**src/rtl/factorial_accel_slave_if.sv**
```systemverilog
// Slave-bus signal bundle for the factorial accelerator.
// The master drives select/write/address/data; the slave returns registered read data.
interface factorial_accel_slave_if;
  logic        S_sel;
  logic        S_wr;
  logic [7:0]  S_address;
  logic [31:0] S_din;
  logic [31:0] S_dout;

  modport master (output S_sel, output S_wr, output S_address, output S_din, input S_dout);
  modport slave  (input S_sel, input S_wr, input S_address, input S_din, output S_dout);
endinterface

```
**src/rtl/factorial_accel_slave.sv**
```systemverilog
// Register-mapped factorial accelerator: bus register file plus an iterative
// multiply engine that computes N! one multiply per cycle.
//
// state | meaning
// IDLE  | waiting for OP_START; N_VALUE writable
// EXEC  | multiplying acc by cnt, cnt counting down to 1
// DONE  | result held until OP_CLEAR
module factorial_accel_slave #(
  parameter int N_WIDTH      = 8,
  parameter int RESULT_WIDTH = 64
) (
  input  logic                    clk,
  input  logic                    reset_n,
  factorial_accel_slave_if.slave  bus,
  output logic                    f_interrupt
);

  localparam int RESULT_WORDS = RESULT_WIDTH / 32;
  localparam int PROD_WIDTH   = RESULT_WIDTH + N_WIDTH;

  typedef enum logic [1:0] {
    ST_IDLE = 2'b00,
    ST_EXEC = 2'b01,
    ST_DONE = 2'b10
  } state_t;

  state_t                  state_q, state_d;
  logic [N_WIDTH-1:0]      n_value_q, n_value_d;
  logic                    intr_en_q, intr_en_d;
  logic [RESULT_WIDTH-1:0] acc_q, acc_d;
  logic [N_WIDTH-1:0]      cnt_q, cnt_d;
  logic                    ovf_q, ovf_d;
  logic [31:0]             dout_q, dout_d;

  logic [4:0]              addr;
  logic                    wr_en, rd_en;
  logic                    start_req, clear_req;
  logic [PROD_WIDTH-1:0]   prod;
  logic [31:0]             rdata;
  logic                    unused_bits;

  assign addr      = bus.S_address[4:0];
  assign wr_en     = bus.S_sel & bus.S_wr;
  assign rd_en     = bus.S_sel & ~bus.S_wr;
  assign start_req = wr_en && (addr == 5'h03) && bus.S_din[0];
  assign clear_req = wr_en && (addr == 5'h04) && bus.S_din[0];
  assign unused_bits = ^{bus.S_address[7:5], bus.S_din};

  assign prod = PROD_WIDTH'(acc_q) * PROD_WIDTH'(cnt_q);

  always_ff @(posedge clk) begin
    if (!reset_n) begin
      state_q   <= ST_IDLE;
      n_value_q <= '0;
      intr_en_q <= 1'b0;
      acc_q     <= '0;
      cnt_q     <= '0;
      ovf_q     <= 1'b0;
      dout_q    <= '0;
    end else begin
      state_q   <= state_d;
      n_value_q <= n_value_d;
      intr_en_q <= intr_en_d;
      acc_q     <= acc_d;
      cnt_q     <= cnt_d;
      ovf_q     <= ovf_d;
      dout_q    <= dout_d;
    end
  end

  always_comb begin
    state_d   = state_q;
    n_value_d = n_value_q;
    intr_en_d = intr_en_q;
    acc_d     = acc_q;
    cnt_d     = cnt_q;
    ovf_d     = ovf_q;

    if (wr_en && (addr == 5'h00) && (state_q == ST_IDLE)) n_value_d = bus.S_din[N_WIDTH-1:0];
    if (wr_en && (addr == 5'h01)) intr_en_d = bus.S_din[0];

    case (state_q)
      ST_IDLE: begin
        if (start_req) begin
          acc_d   = RESULT_WIDTH'(1);
          cnt_d   = n_value_q;
          ovf_d   = 1'b0;
          state_d = ST_EXEC;
        end
      end
      ST_EXEC: begin
        if (cnt_q <= N_WIDTH'(1)) begin
          state_d = ST_DONE;
        end else begin
          acc_d = prod[RESULT_WIDTH-1:0];
          cnt_d = cnt_q - N_WIDTH'(1);
          if (|prod[PROD_WIDTH-1:RESULT_WIDTH]) ovf_d = 1'b1;
        end
      end
      default: ;
    endcase

    // Clear wins over whatever the engine would have done this cycle.
    if (clear_req) begin
      state_d = ST_IDLE;
      acc_d   = '0;
      ovf_d   = 1'b0;
    end
  end

  always_comb begin
    rdata = '0;
    case (addr)
      5'h00: rdata[N_WIDTH-1:0] = n_value_q;
      5'h01: rdata[0] = intr_en_q;
      5'h02: rdata[3:0] = {state_q == ST_DONE, ovf_q, state_q};
      default: begin
        if (addr[4:3] == 2'b01) begin
          for (int i = 0; i < RESULT_WORDS; i++) begin
            if (addr[2:0] == 3'(i)) rdata = acc_q[32*i +: 32];
          end
        end
      end
    endcase
    dout_d = rd_en ? rdata : '0;
  end

  assign bus.S_dout  = dout_q;
  assign f_interrupt = (state_q == ST_DONE) & intr_en_q;

endmodule

```
**src/flat_wrapper.sv**
```systemverilog
// flat-port wrapper written by rule: the top's interface ports become plain ports
module factorial_accel_slave_flat 
#(
  parameter int N_WIDTH      = 8,
  parameter int RESULT_WIDTH = 64
)
  (clk, reset_n, f_interrupt, bus_S_sel, bus_S_wr, bus_S_address, bus_S_din, bus_S_dout);
  factorial_accel_slave_if bus_i ();
  input  logic clk;
  input  logic reset_n;
  output logic f_interrupt;
  input wire logic [$bits(bus_i.S_sel)-1:0] bus_S_sel;
  input wire logic [$bits(bus_i.S_wr)-1:0] bus_S_wr;
  input wire logic [$bits(bus_i.S_address)-1:0] bus_S_address;
  input wire logic [$bits(bus_i.S_din)-1:0] bus_S_din;
  output wire logic [$bits(bus_i.S_dout)-1:0] bus_S_dout;
  assign bus_i.S_sel = bus_S_sel;
  assign bus_i.S_wr = bus_S_wr;
  assign bus_i.S_address = bus_S_address;
  assign bus_i.S_din = bus_S_din;
  assign bus_S_dout = bus_i.S_dout;
  factorial_accel_slave #(.N_WIDTH(N_WIDTH), .RESULT_WIDTH(RESULT_WIDTH)) u_core (.clk(clk), .reset_n(reset_n), .bus(bus_i), .f_interrupt(f_interrupt));
endmodule
```
**config.mk**
```make
export PLATFORM = sky130hd
export DESIGN_NAME = factorial_accel_slave_flat
export DESIGN_NICKNAME = d
export VERILOG_FILES = /design/src/rtl/factorial_accel_slave_if.sv /design/src/rtl/factorial_accel_slave.sv /design/src/flat_wrapper.sv
export SDC_FILE = /design/constraint.sdc
export NUM_CORES = 1
export LEC_CHECK = 0
export ABC_AREA = 1
export BUFFER_PORTS_ARGS = -buffer_cell sky130_fd_sc_hd__buf_2
export CAP_MARGIN = 20
export CELL_PAD_IN_SITES_DETAIL_PLACEMENT = 1
export CELL_PAD_IN_SITES_GLOBAL_PLACEMENT = 1
export CORE_ASPECT_RATIO = 1.2
export CORE_UTILIZATION = 40
export DETAILED_ROUTE_END_ITERATION = 8
export PLACE_DENSITY = 0.81
export SYNTH_ARGS = -nofsm -noshare
export SYNTH_HDL_FRONTEND = slang
export SYNTH_SLANG_ARGS = --single-unit
```
**constraint.sdc**
```tcl
create_clock -name clk -period 7.8 [get_ports clk]
set_clock_uncertainty 0.05 [all_clocks]
set_input_delay 1.95 -clock clk [delete_from_list [all_inputs] [get_ports clk]]
set_output_delay 1.95 -clock clk [all_outputs]
set_load 0.1 [all_outputs]
```
Word-level counts from Yosys, hierarchy flattened
Index checks and enable logic that the tools add are counted.
{ "word_totals": {"register_bits": 116, "elab_cells": 68} }
{ "classes": {"add_sub_neg": 1, "mul": 1, "magnitude_cmp": 1, "eq_ne": 12, "n_mux": 19, "n_bitwise": 7, "n_reduce_logical": 19} }
{ "ops": {"columns": ["op", "count"], "rows": [
  ["2-to-1 mux 64 bit", 2],
  ["case mux 64 bit (2 select lines)", 1],
  ["multiplier 64 x 8 -> 72 bit", 1],
  ["2-to-1 mux 32 bit", 2],
  ["2-to-1 mux 8 bit", 3],
  ["case mux 8 bit (2 select lines)", 1],
  ["== test 5 x 2 -> 1 bit, second input constant", 2],
  ["case mux 3 bit (3 select lines)", 1],
  ["<= comparator 8 x 1 -> 1 bit, second input constant", 1],
  ["case mux 4 bit (2 select lines)", 1],
  ["OR reduction 8 bit", 1],
  ["subtractor 8 x 1 -> 8 bit, second input constant", 1],
  ["logical AND 1 bit", 7],
  ["inequality test 2 x 1 -> 1 bit, second input constant", 3],
  ["AND reduction 3 bit", 2],
  ["OR reduction 6 bit", 1],
  ["== test 5 x 1 -> 1 bit, second input constant", 1],
  ["== test 5 x 3 -> 1 bit, second input constant", 1],
  ["logical NOT 5 bit", 1],
  ["== test 2 x 1 -> 1 bit, second input constant", 2],
  ["2-to-1 mux 2 bit", 2],
  ["NOT 1 bit", 4],
  ["case mux 2 bit (2 select lines)", 1],
  ["AND reduction 4 bit", 1],
  ["12 further kinds", 17]
]} }

Logic depth before layout (Yosys ltp)
{ "logic_depth": {"word_depth": 5, "depth_mapped": 33, "mapped_depth_nobuf": 31} }

Worst setup path before layout
Ideal clock, no wire load.
{ "synth_timing": {"path_kind": "register -> register", "start": "register u_core.cnt_q[4]", "end": "register u_core.acc_q[57]", "arrival_time_ns": 4.709, "t_required_ns": 7.618, "setup_slack_ns": 2.908, "stages_incl_launch_ff": 26, "n_path_buf": 3, "path_cell_list": "dfxtp_1 -> clkbuf_1 -> clkbuf_1 -> clkbuf_1 -> nand2_1 -> fa_1 -> fa_1 -> inv_1 -> fa_1 -> inv_1 -> fa_1 -> inv_1 -> ha_1 -> nand2_1 -> inv_1 -> nand2_1 -> nand2_1 -> nor2_1 -> o21ai_2 -> nand2_1 -> nand2_2 -> a21oi_2 -> o21bai_2 -> or2_1 -> nand3_1 -> a21oi_1"} }
{ "synth_between": {"elab_chain_len": 3, "elab_cells_between_ends": 6} }
{ "synth_rtl": {"columns": ["element", "line_no", "text"], "rows": [
  ["start: declaration", "factorial_accel_slave.sv:31", "logic [N_WIDTH-1:0] cnt_q, cnt_d;"],
  ["start signal: assignment", "factorial_accel_slave.sv:65", "cnt_q <= cnt_d;"],
  ["multiplier 64 x 8 -> 72 bit / <= comparator 8 x 1 -> 1 bit (equally long branches)", "factorial_accel_slave.sv:49, factorial_accel_slave.sv:92", null],
  ["2-to-1 mux 64 bit / inequality test 2 bit (equally long branches)", null, null],
  ["case mux 64 bit (2 select lines) / AND reduction 3 bit (equally long branches)", null, null],
  ["end signal: assignment", "factorial_accel_slave.sv:56", "acc_q <= '0;"],
  ["end signal: assignment", "factorial_accel_slave.sv:64", "acc_q <= acc_d;"],
  ["end: declaration", "factorial_accel_slave.sv:30", "logic [RESULT_WIDTH-1:0] acc_q, acc_d;"]
]} }
Parallel ways exist; a longest one is shown, timed or not. The select of a mux whose other input is x is not followed.
A chain may end at the register's enable or synchronous reset.

Worst setup path in the final report
{ "layout_timing": {"start": "register u_core.cnt_q[2]", "end": "register u_core.acc_q[61]"} }
Same word-level chain as after synthesis.

==> flow_summary.ini <==
[run_status]
status = finished, final reports clean

[clocking]
post_cts_buffers = 0
cts-root-buf = clkbuf_16
clockBufferDepth = 2
clk_pin_slew_worst_paths_ps = 60
cts_buffers = 17
clkSinkCount = 116
cts_hold_buf = 0
cts_tree = done
clk_latency_ps = 460
ctsResizeCount = 0
cts_max_level = 4

[place]
dpl.cell_count = 4034
placed_cell_area_um2 = 23300
dp_hpwl_mm = 60.0
placement.io_buffers = 49
place_congestion = 0.950
pre_cts_ws_ps = 1740

[final_layout]
nFillCells = 7387
drive_above_1_share_pct = 5.39
final_util_pct = 42.7
instances_no_fill = 4067
num-nets-final = 3836
area_growth_pct = 5.57
final_area_um2 = 23900

[die]
chipWidth_um = 219
fp.dieH_um = 263
boundaryPins = 77
rows = 95
initial_utilization_pct = 40.4
die_area_um2 = 57500
core_um2 = 56000

[setup_path]
worst-setup-path-type = reg2reg
required_ps = 8060
slowest_stage = dfxtp_2
slowest_delay_ps = 1030
reg2reg_setup_slack_ps = 1660
rr_worst_depth = 25
startpoint_type = flop
cp_max_fo = 34
cpMostUsedCell = nand2_1
crit_arrival_ps = 6400
crit_path_end_kind = flop

[timing]
timing.fmax_mhz = 163
rsz0062_at_grt = no
fin_ws_ps = 1660
hold_violations = 0
maxSlewViolCount = 0
min_period_ps = 6140
relSlewSlack_pct = 28.0
final.setup.tns_ps = 0
worst_pin_slew_ps = 1080
hold-worst-slack_ps = 422
fin_crit_sh_pct = 78.7
setup_viol = 0

[min_path]
hold_class = reg2reg
worstHoldPathCells = 2

[synthesis]
synth_top_family_by_area = adder cells
yosys.area.top_type = fa_1
ys_top_cells_by_count = nand2_1, inv_1, fa_1
synth_edf_count = 0
ys.flop_type = dfxtp_1
synthSimpleGateAreaFrac_pct = 24.5
async_reset_ff_share_pct = 0
synth_area_leaders = fa_1, nand2_1, inv_1
ys_types = 48
netlist_area_um2 = 22600
synthMuxAreaShare_pct = 0
synth_seq_cells = 116
synth_sequential_area_ratio_pct = 10.3
synth_area_per_cell_um2 = 6.65
syn-num-nets = 3913
synth.top_cell.area_share_pct = 32.9
synth-compound-area-share_pct = 8.44
synth_warnings = 0
syn_inst = 3403
synth-adder-area-share_pct = 38.1
yosys.area_share.xor_xnor_pct = 0.155
synth.most_common_cell = nand2_1

[routing]
postRouteAntennaNets = 0
vias = 20923
routed_wl_mm = 76.6
wire_per_inst_um = 18.8
firstDrtPassIters = 5
post-route-drc-count = 0
vias_per_cell = 5.14
drt_iter0_markers = 1183

[pwr]
power.leakage_nw = 15.3
pwr-share-seq_pct = 41.0
switching_share_pct = 28.3
peakVddDrop_uv = 159
intPower_mw = 1.05
power.density_nw_per_um2 = 61.3
finalPower_mw = 1.46
p_switching_mw = 0.415
combPwrFrac_pct = 3.7
pwr-share-clk_pct = 55.3

[global_route]
grt_use_total_pct = 27.8
gr-total-overflow = 0
grt_start_max_net_pins = 74
grt_pass1_vias = 23175
antenna_found_initial = 0
grt_pass1_wl_mm = 124

[flow_run]
drv_cap = 0
final timing paths:
path / from / end
worst max-delay path: u_core.cnt_q[2] / u_core.acc_q[61]
worst min-delay path: u_core.ovf_q / u_core.ovf_q
worst max register to register: u_core.cnt_q[2] / u_core.acc_q[61]
worst min register to register: u_core.ovf_q / u_core.ovf_q
cells in the final DEF (no fill, tap or decap), drive strengths merged, types with 15 or more instances in the layout:
master,Yosys,final
dfxtp,116,116
fa,372,372
nand2,1035,1035
clkbuf,114,17
nor3,20,20
or2,27,27
a21oi,190,190
nand3,97,97
o21bai,15,15
nor2,144,144
inv,949,956
buf,47,65
ha,94,94
o21ai,85,85
a21boi,23,23
nand4,27,27
power by group through the flow:
stage	Sequential, mW	Combinational [mW]	Clock [mW]
5_1_grt	0.600	0.0573	0.832
3_3_place_gp	0.613	0.0525	0
4_1_cts	0.600	0.0531	0.812
3_5_place_dp	0.613	0.0529	0
2_1_floorplan	0.607	0.0349	0
6_report	0.600	0.0539	0.810
flip-flops by register name, indices dropped and copies added, names as in the netlist:
register           cells
u_core.bus.S_dout     32
u_core.acc_q          64
u_core.n_value_q       8
u_core.intr_en_q       1
u_core.cnt_q           8
u_core.ovf_q           1
u_core.state_q         2
worst max-delay path: cells and delay by family, from the launching register on:
kind	cells	cell delay (ps)
adder cells (fa/ha/maj)	5	2340
buffers and inverters	4	610
AO/OA/AOI/OAI	1	70
AND/OR/NAND/NOR	15	1870
flip-flops	1	1030
layer usage:
metal,wire length [um],part of all wire (%),global-route usage [%],vias up
met4,3370,4.4,11.9,0
li1,-,-,-,9662
met3,2680,3.5,3.02,197
met2,40800,53,52.3,476
met1,29700,39,31.2,10588
met5,0,0,0,-
cell families (layout without fill, tap and decap cells):
logic type	count (synthesis)	count (layout)
AND/OR/NAND/NOR	1361	1361
AO/OA/AOI/OAI	345	345
adder cells (fa/ha/maj)	466	466
buffers and inverters	1111	1047
XOR/XNOR	4	4
flip-flops	116	116
other	0	1
area by class of cell:
| type | instances | area (um2) | share of cell area, % |
|---|---|---|---|
| Inverter | 950 | 3570 | 14.9 |
| Multi-Input combinational cell | 2176 | 16100 | 67.5 |
| Antenna cell | 1 | 2.50 | 0.0105 |
| Tap cell | 727 | 910 | 3.81 |
| Sequential cell | 116 | 2330 | 9.76 |
| Timing Repair Buffer | 65 | 390 | 1.63 |
| Clock inverter | 15 | 145 | 0.607 |
| Clock buffer | 17 | 425 | 1.78 |
Note: power is estimated with default switching activity, not from simulation.
